**config.mk**
```make
export PLATFORM = sky130hd
export DESIGN_NAME = uart_tx
export DESIGN_NICKNAME = d
export VERILOG_FILES = /design/src/rtl/uart_pkg.sv /design/src/rtl/uart_fifo.sv /design/src/rtl/uart_tx.sv
export SDC_FILE = /design/constraint.sdc
export NUM_CORES = 1
export LEC_CHECK = 0
export BUFFER_PORTS_ARGS = -buffer_cell sky130_fd_sc_hd__buf_4
export CAP_MARGIN = 20
export CORE_MARGIN = 5
export CORE_UTILIZATION = 55
export DETAILED_ROUTE_END_ITERATION = 6
export MAX_ROUTING_LAYER = met4
export PLACE_DENSITY_LB_ADDON = 0.15
export REMOVE_ABC_BUFFERS = 1
export SLEW_MARGIN = 15
export SYNTH_ARGS = -nofsm -noshare
export SYNTH_HDL_FRONTEND = slang
export SYNTH_SLANG_ARGS = --single-unit
```
**constraint.sdc**
```tcl
create_clock -name clk -period 3.9 [get_ports clk]
set_clock_uncertainty 0.15 [all_clocks]
set_input_delay 0.195 -clock clk [delete_from_list [all_inputs] [get_ports clk]]
set_output_delay 0.195 -clock clk [all_outputs]
set_load 0.01 [all_outputs]
```
**src/rtl/uart_pkg.sv**
```systemverilog
// Shared definitions for the UART transmitter: FSM encoding, frame geometry
// and baud divider arithmetic.
package uart_pkg;

   typedef enum logic [1:0] {
      IDLE  = 2'd0,
      START = 2'd1,
      DATA  = 2'd2,
      STOP  = 2'd3
   } state_t;

   localparam int FRAME_BITS = 10;
   localparam int DATA_BITS  = 8;

   function automatic int clks_per_bit(input int clk_hz, input int baud);
      return clk_hz / baud;
   endfunction

   // Counter width that still works when the terminal count is 1.
   function automatic int cnt_w(input int n);
      return (n > 1) ? $clog2(n) : 1;
   endfunction

endpackage

```
**src/rtl/uart_fifo.sv**
```systemverilog
// Synchronous show-ahead FIFO; full/empty are registered so downstream
// ready signals carry no combinational path from the push request.
module uart_fifo #(
   parameter int WIDTH = 8,
   parameter int DEPTH = 4
) (
   input  logic                     clk,
   input  logic                     rst,
   input  logic                     push,
   input  logic                     pop,
   input  logic [WIDTH-1:0]         wdata,
   output logic [WIDTH-1:0]         rdata,
   output logic                     full,
   output logic                     empty,
   output logic [$clog2(DEPTH):0]   count
);

   localparam int AW = $clog2(DEPTH);

   logic [WIDTH-1:0] mem [DEPTH];
   logic [AW-1:0]    wptr;
   logic [AW-1:0]    rptr;
   logic [AW:0]      cnt_n;
   logic             do_push;
   logic             do_pop;

   // A pop in the same cycle never frees room for a push into a full FIFO.
   assign do_push = push && !full;
   assign do_pop  = pop && !empty;

   always_comb begin
      cnt_n = count;
      if (do_push && !do_pop)
         cnt_n = count + 1'b1;
      else if (!do_push && do_pop)
         cnt_n = count - 1'b1;
   end

   always_ff @(posedge clk) begin
      if (rst) begin
         wptr  <= '0;
         rptr  <= '0;
         count <= '0;
         full  <= 1'b0;
         empty <= 1'b1;
      end else begin
         if (do_push) wptr <= wptr + 1'b1;
         if (do_pop)  rptr <= rptr + 1'b1;
         count <= cnt_n;
         full  <= (cnt_n == (AW+1)'(DEPTH));
         empty <= (cnt_n == '0);
      end
   end

   always_ff @(posedge clk) begin
      if (do_push) mem[wptr] <= wdata;
   end

   assign rdata = mem[rptr];

endmodule

```
**src/rtl/uart_tx.sv**
```systemverilog
// 8N1 UART transmitter with a small byte FIFO; the line is driven from a
// flop whose next value is decided together with the FSM transition.
module uart_tx
   import uart_pkg::*;
#(
   parameter int CLK_HZ     = 100000000,
   parameter int BAUD       = 115200,
   parameter int FIFO_DEPTH = 4
) (
   input  logic       clk,
   input  logic       rst,
   input  logic [7:0] tx_data,
   input  logic       tx_valid,
   output logic       tx_ready,
   output logic       TX,
   output logic       busy
);

   localparam int CPB = clks_per_bit(CLK_HZ, BAUD);
   localparam int BW  = cnt_w(CPB);
   localparam logic [BW-1:0] BAUD_LAST = BW'(CPB - 1);
   localparam logic [2:0]    BIT_LAST  = 3'(DATA_BITS - 1);

   state_t                      state, state_n;
   logic [BW-1:0]               baud_q, baud_n;
   logic [2:0]                  bit_q, bit_n;
   logic [7:0]                  shift_q, shift_n;
   logic                        tx_q, tx_n;
   logic                        pop;
   logic                        baud_done;
   logic                        fifo_full;
   logic                        fifo_empty;
   logic [7:0]                  fifo_rdata;
   logic [$clog2(FIFO_DEPTH):0] fifo_count;

   // fifo_full is itself a flop, so tx_ready never depends on tx_valid.
   assign tx_ready = !fifo_full;

   uart_fifo #(
      .WIDTH (8),
      .DEPTH (FIFO_DEPTH)
   ) u_fifo (
      .clk   (clk),
      .rst   (rst),
      .push  (tx_valid && tx_ready),
      .pop   (pop),
      .wdata (tx_data),
      .rdata (fifo_rdata),
      .full  (fifo_full),
      .empty (fifo_empty),
      .count (fifo_count)
   );

   assign baud_done = (baud_q == BAUD_LAST);

   always_comb begin
      state_n = state;
      baud_n  = baud_q;
      bit_n   = bit_q;
      shift_n = shift_q;
      tx_n    = tx_q;
      pop     = 1'b0;
      case (state)
         IDLE: begin
            tx_n   = 1'b1;
            baud_n = '0;
            bit_n  = '0;
            if (!fifo_empty) begin
               pop     = 1'b1;
               shift_n = fifo_rdata;
               state_n = START;
               tx_n    = 1'b0;
            end
         end
         START: begin
            if (baud_done) begin
               baud_n  = '0;
               bit_n   = '0;
               state_n = DATA;
               tx_n    = shift_q[0];
            end else begin
               baud_n = baud_q + 1'b1;
            end
         end
         DATA: begin
            if (baud_done) begin
               baud_n = '0;
               if (bit_q == BIT_LAST) begin
                  state_n = STOP;
                  tx_n    = 1'b1;
               end else begin
                  bit_n   = bit_q + 3'd1;
                  shift_n = shift_q >> 1;
                  tx_n    = shift_q[1];
               end
            end else begin
               baud_n = baud_q + 1'b1;
            end
         end
         STOP: begin
            if (baud_done) begin
               baud_n = '0;
               // Chain straight into the next start bit to keep bursts gapless.
               if (!fifo_empty) begin
                  pop     = 1'b1;
                  shift_n = fifo_rdata;
                  state_n = START;
                  tx_n    = 1'b0;
               end else begin
                  state_n = IDLE;
                  tx_n    = 1'b1;
               end
            end else begin
               baud_n = baud_q + 1'b1;
            end
         end
         default: state_n = IDLE;
      endcase
   end

   always_ff @(posedge clk) begin
      if (rst) begin
         state   <= IDLE;
         baud_q  <= '0;
         bit_q   <= '0;
         shift_q <= '0;
         tx_q    <= 1'b1;
      end else begin
         state   <= state_n;
         baud_q  <= baud_n;
         bit_q   <= bit_n;
         shift_q <= shift_n;
         tx_q    <= tx_n;
      end
   end

   assign TX   = tx_q;
   assign busy = (state != IDLE) || (fifo_count != '0);

endmodule

```
# [Yosys cells after proc, flatten, opt, wreduce, memory -nomap -nowiden]
# Memories as Yosys holds them, arrays and structs flattened. A register that Yosys moved wholly into a read port is not among the register bits.
# Index checks and enable logic that the tools add are counted.
[totals] memories=1 ff_bits=33 output_inout_bits=3 mem_bits_rw=32
[op_classes] addsub=6 mux=33 n_reduce_logical=21 eq_ne=12
[memory_table] memory="u_fifo.mem" words=4 width=8 read_ports=1 rd_ports_with_merged_regs=1 write_ports=1 line="uart_fifo.sv:20" source="logic [WIDTH-1:0] mem [DEPTH];"
[ops] op="8-bit 2-to-1 mux" count=4
[ops] op="8-bit case mux with 3 select lines" count=1
[ops] op="10-bit case mux with 2 select lines" count=1
[ops] op="3-bit 2-to-1 mux" count=5
[ops] op="2-bit 2-to-1 mux" count=7
[ops] op="2-bit inequality test, second input constant" count=6
[ops] op="10-bit by 1-bit adder with 10-bit output, second input constant" count=1
[ops] op="10-bit equality test, second input constant" count=1
[ops] op="1-bit 2-to-1 mux" count=10
[ops] op="10-bit 2-to-1 mux" count=1
[ops] op="3-bit case mux with 3 select lines" count=1
[ops] op="3-bit nonzero test" count=3
[ops] op="2-bit case mux with 4 select lines" count=1
[ops] op="4-bit AND reduction" count=2
[ops] op="3-bit by 1-bit adder with 3-bit output, second input constant" count=2
[ops] op="3-bit equality test, second input constant" count=2
[ops] op="1-bit logical AND" count=5
[ops] op="5-bit AND reduction" count=1
[ops] op="2-bit by 1-bit adder with 2-bit output, second input constant" count=2
[ops] op="2-bit equality test, second input constant" count=2
[ops] op="1-bit logical NOT" count=4
[ops] op="1-bit case mux with 4 select lines" count=1
[ops] op="3-bit logical NOT" count=1
[ops] op="3-bit AND reduction" count=1
[ops] op="7 further kinds" count=7

# [Logic depth before layout (Yosys ltp)]
# Gate-level depths: netlist of the first run.
[depth] ltp_word=8 ltp_mapped=9

# [By module]
# A second synthesis of the first run with hierarchy kept.
[hier_totals] cells_unflattened=246 hier_area_um2=3105.5
[by_module_without_submodules] module="uart_fifo" n_inst=1 seq_area_each_um2=1181.1 area_each_um2=1783.0 cells_per_inst=112
[by_module_without_submodules] module="uart_tx" n_inst=1 seq_area_each_um2=480.5 area_each_um2=1322.5 cells_per_inst=134

# [Worst setup path after synthesis of the first run]
# No wires, ideal clock.
[synth_path] path_kind="register to register" startpoint="register baud_q[0]" endpoint="register u_fifo.empty" required_time_ns=3.629 arrival_time_ns=1.958 synth_period_minus_slack_ns=2.229 path_stages_with_launch=9 setup_ns=0.121 path_buffers=1 slack_ns=1.671 path_cell_list="dfxtp_1 > ha_1 > or3b_4 > nor4_4 > a22o_1 > buf_6 > mux2i_1 > xor2_1 > o21bai_1"
[synth_between] elab_chain_len=8
[synth_rtl] element="from (decl)" line="uart_tx.sv:25" source="logic [BW-1:0] baud_q, baud_n;"
[synth_rtl] element="from (signal assigned)" line="uart_tx.sv:130" source="baud_q <= baud_n;"
[synth_rtl] element="10-bit equality test (*)" line="uart_tx.sv:54" source="assign baud_done = (baud_q == BAUD_LAST);"
[synth_rtl] element="1-bit 2-to-1 mux (*)" line="uart_tx.sv:101" source="if (baud_done) begin"
[synth_rtl] element="1-bit case mux with 2 select lines (*)" line="uart_tx.sv:63" source="case (state)"
[synth_rtl] element="1-bit logical AND (*)" line="uart_fifo.sv:29" source="assign do_pop = pop && !empty;"
[synth_rtl] element="1-bit logical AND / 1-bit logical NOT (equally long branches)" line="uart_fifo.sv:35, uart_fifo.sv:33"
[synth_rtl] element="3-bit 2-to-1 mux / 1-bit logical AND (equally long branches)" line="uart_fifo.sv:35, uart_fifo.sv:33"
[synth_rtl] element="3-bit 2-to-1 mux (*)" line="uart_fifo.sv:33" source="if (do_push && !do_pop)"
[synth_rtl] element="3-bit logical NOT (*)" line="uart_fifo.sv:51" source="empty <= (cnt_n == '0);"
[synth_rtl] element="to (signal assigned)" line="uart_fifo.sv:51"
[synth_rtl] element="to (decl)" line="uart_fifo.sv:14" source="output logic empty,"
# Every way passes the cells marked *; elsewhere a longest branch is shown, timed or not.
# A chain may end at the register's enable or synchronous reset.

# [Worst setup path in the final report of the first run]
# Ends and elaborated chain as after synthesis.

==> impl_results.md, run 1 <==
- Root Buffer: clkbuf_8
- Sequential area share after synthesis: 56.13%
- Routed len/inst: 13.95 µm
- Hold path start: rst
- Max_cap viols: 0
- Synth-to-Final Area Change: 13.65%
- Peak supply drop: 0.5300 mV
- CTS tree: done
- Synth cell types: 46
- Cell Area, Synth: 2960 µm²
- Worst Hold End: bit_q[0]
- Post-DRT Antenna Nets: 0
- Async set-reset flop share out of synthesis: 0%
- First-pass GRT wire length: 8114 µm
- Crit-path cells: ha_1, or3b_4, nor4_4, a22o_1, mux2i_1, xor2_1, o21bai_1
- Sw frac: 33.22%
- Initial antenna violation count: 0
- Critical Path Max Stage Delay: 490 ps
- Power per cell area: 658.1 nW/µm²
- Via count of the first global-routing pass: 1781
- Diode count: 0
- I/O Buffers: 13
- Crit-path slowest cell: a22o_1
- Clk pin slew, worst setup/hold paths: 80 ps
- CP Buf/Inv Count: 0
- Placement Setup Slack: 1321 ps
- Synth top area share: 32.46%
- I/O Pins: 14
- Comb power frac: 32.0%
- Leakage: 0.001196 µW
- Die Ht: 83.37 µm
- Flop-to-flop setup slack: 1270 ps
- Predominant post-synthesis flop cell: dfxtp_1
- GR Overflow Total: 0
- Final Setup Violations: 0
- Fin. Hold Viols: 0
- Die W: 83.37 µm
- RSZ-0062 raised after global routing: no
- Synth top area cells: edfxtp_1 (32%), dfxtp_1 (24%), ha_1 (6.8%), mux4_2 (6.1%), nor2_1 (4.4%)
- Worst EP arrival: 2710 ps
- Worst reg2reg path depth: 7
- Clock share of power: 25.8%
- Internal power: 1479 µW
- EDFF count, synth: 32
- Hold path depth: 2
- DP HPWL: 3007 µm
- Cell count after synthesis: 234
- Status: completed
- Peak Freq: 379.5 MHz
- Rows: 26
- Slew margin rel.: 47.33%
- Actual slew at the worst max-slew pin: 788.5 ps
- Final net count: 283
- Initial Utilization: 57.23%
- CTS buffer count: 9
- Average size of a mapped cell: 12.65 µm²
- R2R Path End: u_fifo.empty
- Area of the die: 6950 µm²
- Drc violations: 0
- DR iter-0 viols: 51
- Pre-antenna DRT Iters: 4
- Via/cell ratio: 5.242
- Synth area leader: edfxtp_1
- Vias: 1735
- Commonest cells in the netlist: dfxtp_1 (35), nor2_1 (35), edfxtp_1 (32)
- Critical Path RT: 3980 ps
- CP Class: reg2reg
- HP Class: in2reg
- CP delay by family, top: simple AND/OR/NAND/NOR gates
- Largest net degree at the start of global routing: 26
- Bufs on Longest Clock Path: 2
- Setup TNS: 0 ps
- Syn. warnings: 0
- Register bit total from synthesis: 67
- Total GRT Usage: 15.17%
- WL final: 4617 µm
- Post-CTS setup buffer count: 0
- Minimum clock period: 2635 ps
- Worst r2r src: baud_q[0]
- Core area: 5172 µm²
- Final period util: 67.56%
- Share of cells above drive strength 1: 18.01%
- CP Capture Type: flip-flop
- Slew Viols, Final: 0
- Post-route setup slack: 1265 ps
- Htree depth: 3
- CP Launch Type: flip-flop
- Skew-Pair Late Insertion Delay: 340 ps
- Switching Power: 735.5 µW
- Post-cts sizing count: 0
- Crit-path max FO: 9
- Placer congestion estimate: 0.8641
- Clock Sinks: 67
- Sequential share of power: 42.2%
==> routing by layer <==
layer / track usage, % / routed length [µm]
met1: 17.36 / 2130
met2: 24.85 / 2208
met3: 3.267 / 137
met4: 8.172 / 140
met5: - / 0
==> worst max path at each step <==
stage / from / endpoint / cells after the start / slack, ps
floorplan: baud_q[0] / u_fifo.empty / 7 / 1530
global placement: baud_q[0] / u_fifo.full / 7 / 1370
detailed placement: baud_q[0] / u_fifo.full / 7 / 1320
CTS: baud_q[0] / u_fifo.empty / 7 / 1250
global route: baud_q[0] / u_fifo.empty / 7 / 1030
finish: baud_q[0] / u_fifo.empty / 7 / 1270
==> final cells by class <==
cell class | instances | area (µm²)
Fill cell | 380 | 1808
Sequential cell | 67 | 1662
Multi-Input combinational cell | 148 | 1202
Timing Repair Buffer | 21 | 177.7
Clock buffer | 9 | 123.9
Tap cell | 70 | 87.58
Clock inverter | 7 | 77.57
Inverter | 9 | 33.78
==> per-stage QoR <==
stage          util [%]  power, µW  std cells  hold slack (ps)  instance area, µm²
2_1_floorplan         -       1487        224            114.1                2898
3_3_place_gp      59.60       1638        307            246.6                3083
3_5_place_dp      59.60       1652        307            247.2                3083
4_1_cts           65.05       2236        331            51.97                3364
5_1_grt           65.05       2359        331            61.72                3364
6_report          65.05       2214        331            61.83                3364
==> state kept, by name, summed over array words and instances, names as in the netlist, named ones only <==
name          cells
TX                1
baud_q           10
bit_q             3
shift_q           8
state             2
u_fifo.count      3
u_fifo.empty      1
u_fifo.full       1
u_fifo.mem       32
u_fifo.rptr       2
u_fifo.wptr       2
==> timing repair <==
item	4_1_cts	5_1_grt
endpoints found under the hold margin	32	0
endpoints found under the setup margin	0	0
hold buffers	8	0
==> power by group through the flow <==
| stage | combinational (µW) | sequential, µW | clock [µW] |
|---|---|---|---|
| finish | 709 | 935 | 571 |
| global route | 789 | 953 | 617 |
| CTS | 715 | 938 | 583 |
| detailed placement | 699 | 953 | 0 |
| global placement | 688 | 950 | 0 |
| floorplan | 557 | 931 | 0 |
==> worst reg2reg max path: stages (launching register included) <==
cell	delay, ps
dfxtp_1	370
ha_1	220
or3b_4	400
nor4_4	260
a22o_1	490
mux2i_1	360
xor2_1	190
o21bai_1	80
==> cell families (layout without fill, tap and decap cells) <==
kind of cell / count (synthesis) / after routing / synth area share, %
xor+xnor: 15 / 15 / 5.072
buf+inv: 19 / 46 / 3.254
fa+ha+maj: 17 / 17 / 7.101
mux: 18 / 18 / 9.467
simple gates: 73 / 73 / 12.85
flops: 67 / 67 / 56.13
compound gates: 25 / 25 / 6.128
==> cells in the final DEF (no fill, tap or decap), types with 3 or more instances in the layout <==
cell type      instances
a211oi_1               8
a21oi_1                5
and2_1                 5
buf_4                 13
clkbuf_8               9
clkinvlp_4             4
dfxtp_1               35
dlygate4sd3_1          8
edfxtp_1              32
ha_1                  16
inv_1                  9
mux2i_1               10
mux4_2                 8
nand2_1                9
nand3_1                5
nor2_1                35
nor3_1                 3
o21ai_0                3
xnor2_1                7
xor2_1                 7
(Power assumes the default switching activity.)
==> run 2, diff against run 1 <==
==> constraint.sdc (replaced) <==
create_clock -name clk -period 2.6 [get_ports clk]
set_clock_uncertainty 0.15 [all_clocks]
set_input_delay 0.13 -clock clk [delete_from_list [all_inputs] [get_ports clk]]
set_output_delay 0.13 -clock clk [all_outputs]
set_load 0.01 [all_outputs]
==> impl_results.md, run 2 (synthesis gave the netlist of run 1 again) <==
- Status: completed
- Die W: 83.37 µm
- Critical Path Max Stage Delay: 400 ps
- Area of the die: 6950 µm²
- I/O Buffers: 13
- Htree depth: 3
- Max reg flops: 32
- Total GRT Usage: 15.47%
- Register area: 1662 µm²
- DP HPWL: 3263 µm
- RSZ-0062 raised after global routing: no
- DR iter-0 viols: 74
- Routed len/inst: 14.38 µm
- Leakage: 0.001225 µW
- Setup TNS: 0 ps
- Number of fill cells: 381
- Post-DRT Antenna Nets: 0
- I/O Pins: 14
- Slew Viols, Final: 0
- Initial antenna violation count: 0
- CTS buffer count: 9
- Via/cell ratio: 5.154
- Crit-path slowest cell: or3b_4
- Skew-Pair Late Insertion Delay: 330 ps
- Most frequent cells in the layout: dfxtp_1 (35), nor2_1 (35), edfxtp_1 (32)
- Die Ht: 83.37 µm
- Final period util: 91.87%
- Placed cells: 313
- Slew margin rel.: 63.88%
- Worst EP arrival: 2460 ps
- Crit-path cells: ha_1, or3b_4, nor4_4, a22o_1, buf_4, xnor2_4, a311oi_2, o21bai_1
- Post-CTS setup buffer count: 0
- Vias: 1742
- Initial Utilization: 57.23%
- GR Overflow Total: 0
- Pre-antenna DRT Iters: 4
- Largest Register: u_fifo.mem
- Multi-input gate area: 1202 µm²
- CP Capture Type: flip-flop
- CP Class: reg2reg
- Share of cells above drive strength 1: 19.40%
- Final net count: 290
- Final Non-Filler Cells: 338
- Root Buffer: clkbuf_8
- Worst Hold Slack: 57.85 ps
- Actual slew at the worst max-slew pin: 541.1 ps
- Rows: 26
- Drc violations: 0
- Clock Sinks: 67
- Final Cell Area: 3396 µm²
- Largest net degree at the start of global routing: 26
- HP Class: in2reg
- CP Launch Type: flip-flop
- Biggest regs: u_fifo.mem x32, baud_q x10, shift_q x8
- Core area: 5172 µm²
- Power per cell area: 967.3 nW/µm²
- CP delay by family, top: compound AO/OA/AOI/OAI gates
- First-pass GRT wire length: 8245 µm
- Clk pin slew, worst setup/hold paths: 70 ps
- Peak Freq: 418.7 MHz
- Placer congestion estimate: 0.8397
- WL final: 4862 µm
- Fin. Hold Viols: 0
- Synth-to-Final Area Change: 14.71%
- CP Buf/Inv Count: 1
- Diode count: 0
- Crit-path max FO: 7
- Final Setup Violations: 0
- Critical Path RT: 2670 ps
- Minimum clock period: 2389 ps
- Via count of the first global-routing pass: 1705
- Dpl cell area: 3128 µm²
- Bufs on Longest Clock Path: 2
- CTS tree: done
- Peak supply drop: 0.5198 mV
- Max_cap viols: 0
-- run 2: layout make-up --
cell class	count	area share, %
clock inverter	6	1.179
tap	70	2.579
timing repair buffer	28	6.853
sequential	67	48.93
multi-input combinational	148	35.41
inverter	9	0.9948
clock buffer	10	4.053
-- run 2: worst min-delay path: cells and delay by family --
kind            cells  cell delay (ps)
buf+inv             1               80
compound gates      1               50
simple gates        2              230
-- run 2: stage by stage --
step,util (%),power [µW],setup WS (ps)
global route,65.65,3505,74.48
floorplan,-,2231,232.0
detailed placement,60.47,2529,242.4
finish,65.65,3285,211.5
global placement,60.47,2514,258.7
CTS,65.65,3309,224.3
-- run 2: timing repair --
| item | CTS | global route |
|---|---|---|
| hold buffers | 9 | 0 |
| resized for setup | 0 | 0 |
| hold endpoints to repair | 38 | 0 |
-- run 2: power breakdown --
part / total [µW] / internal (µW) / switching, µW / leakage [µW]
combinational: 1120 / 540 / 577 / 0.000563
clock: 769 / 370 / 399 / 0.0000823
sequential: 1400 / 1270 / 124 / 0.000580
-- run 2: final timing paths --
check / start / to / slack, ps / cells past startpoint
max: baud_q[0] / u_fifo.empty / 210 / 8
min: tx_valid / u_fifo.wptr[1] / 60 / 4
max reg2reg: baud_q[0] / u_fifo.empty / 210 / 8
min reg2reg: baud_q[0] / baud_q[0] / 320 / 1
-- run 2: metal layers --
| metal | global-route usage, % | vias up | part of all wire, % |
|---|---|---|---|
| li1 | - | 897 | - |
| met1 | 18.93 | 822 | 48 |
| met2 | 24.78 | 19 | 49 |
| met3 | 3.267 | 4 | 2.2 |
| met4 | 6.686 | 0 | 1.1 |
| met5 | - | - | 0 |
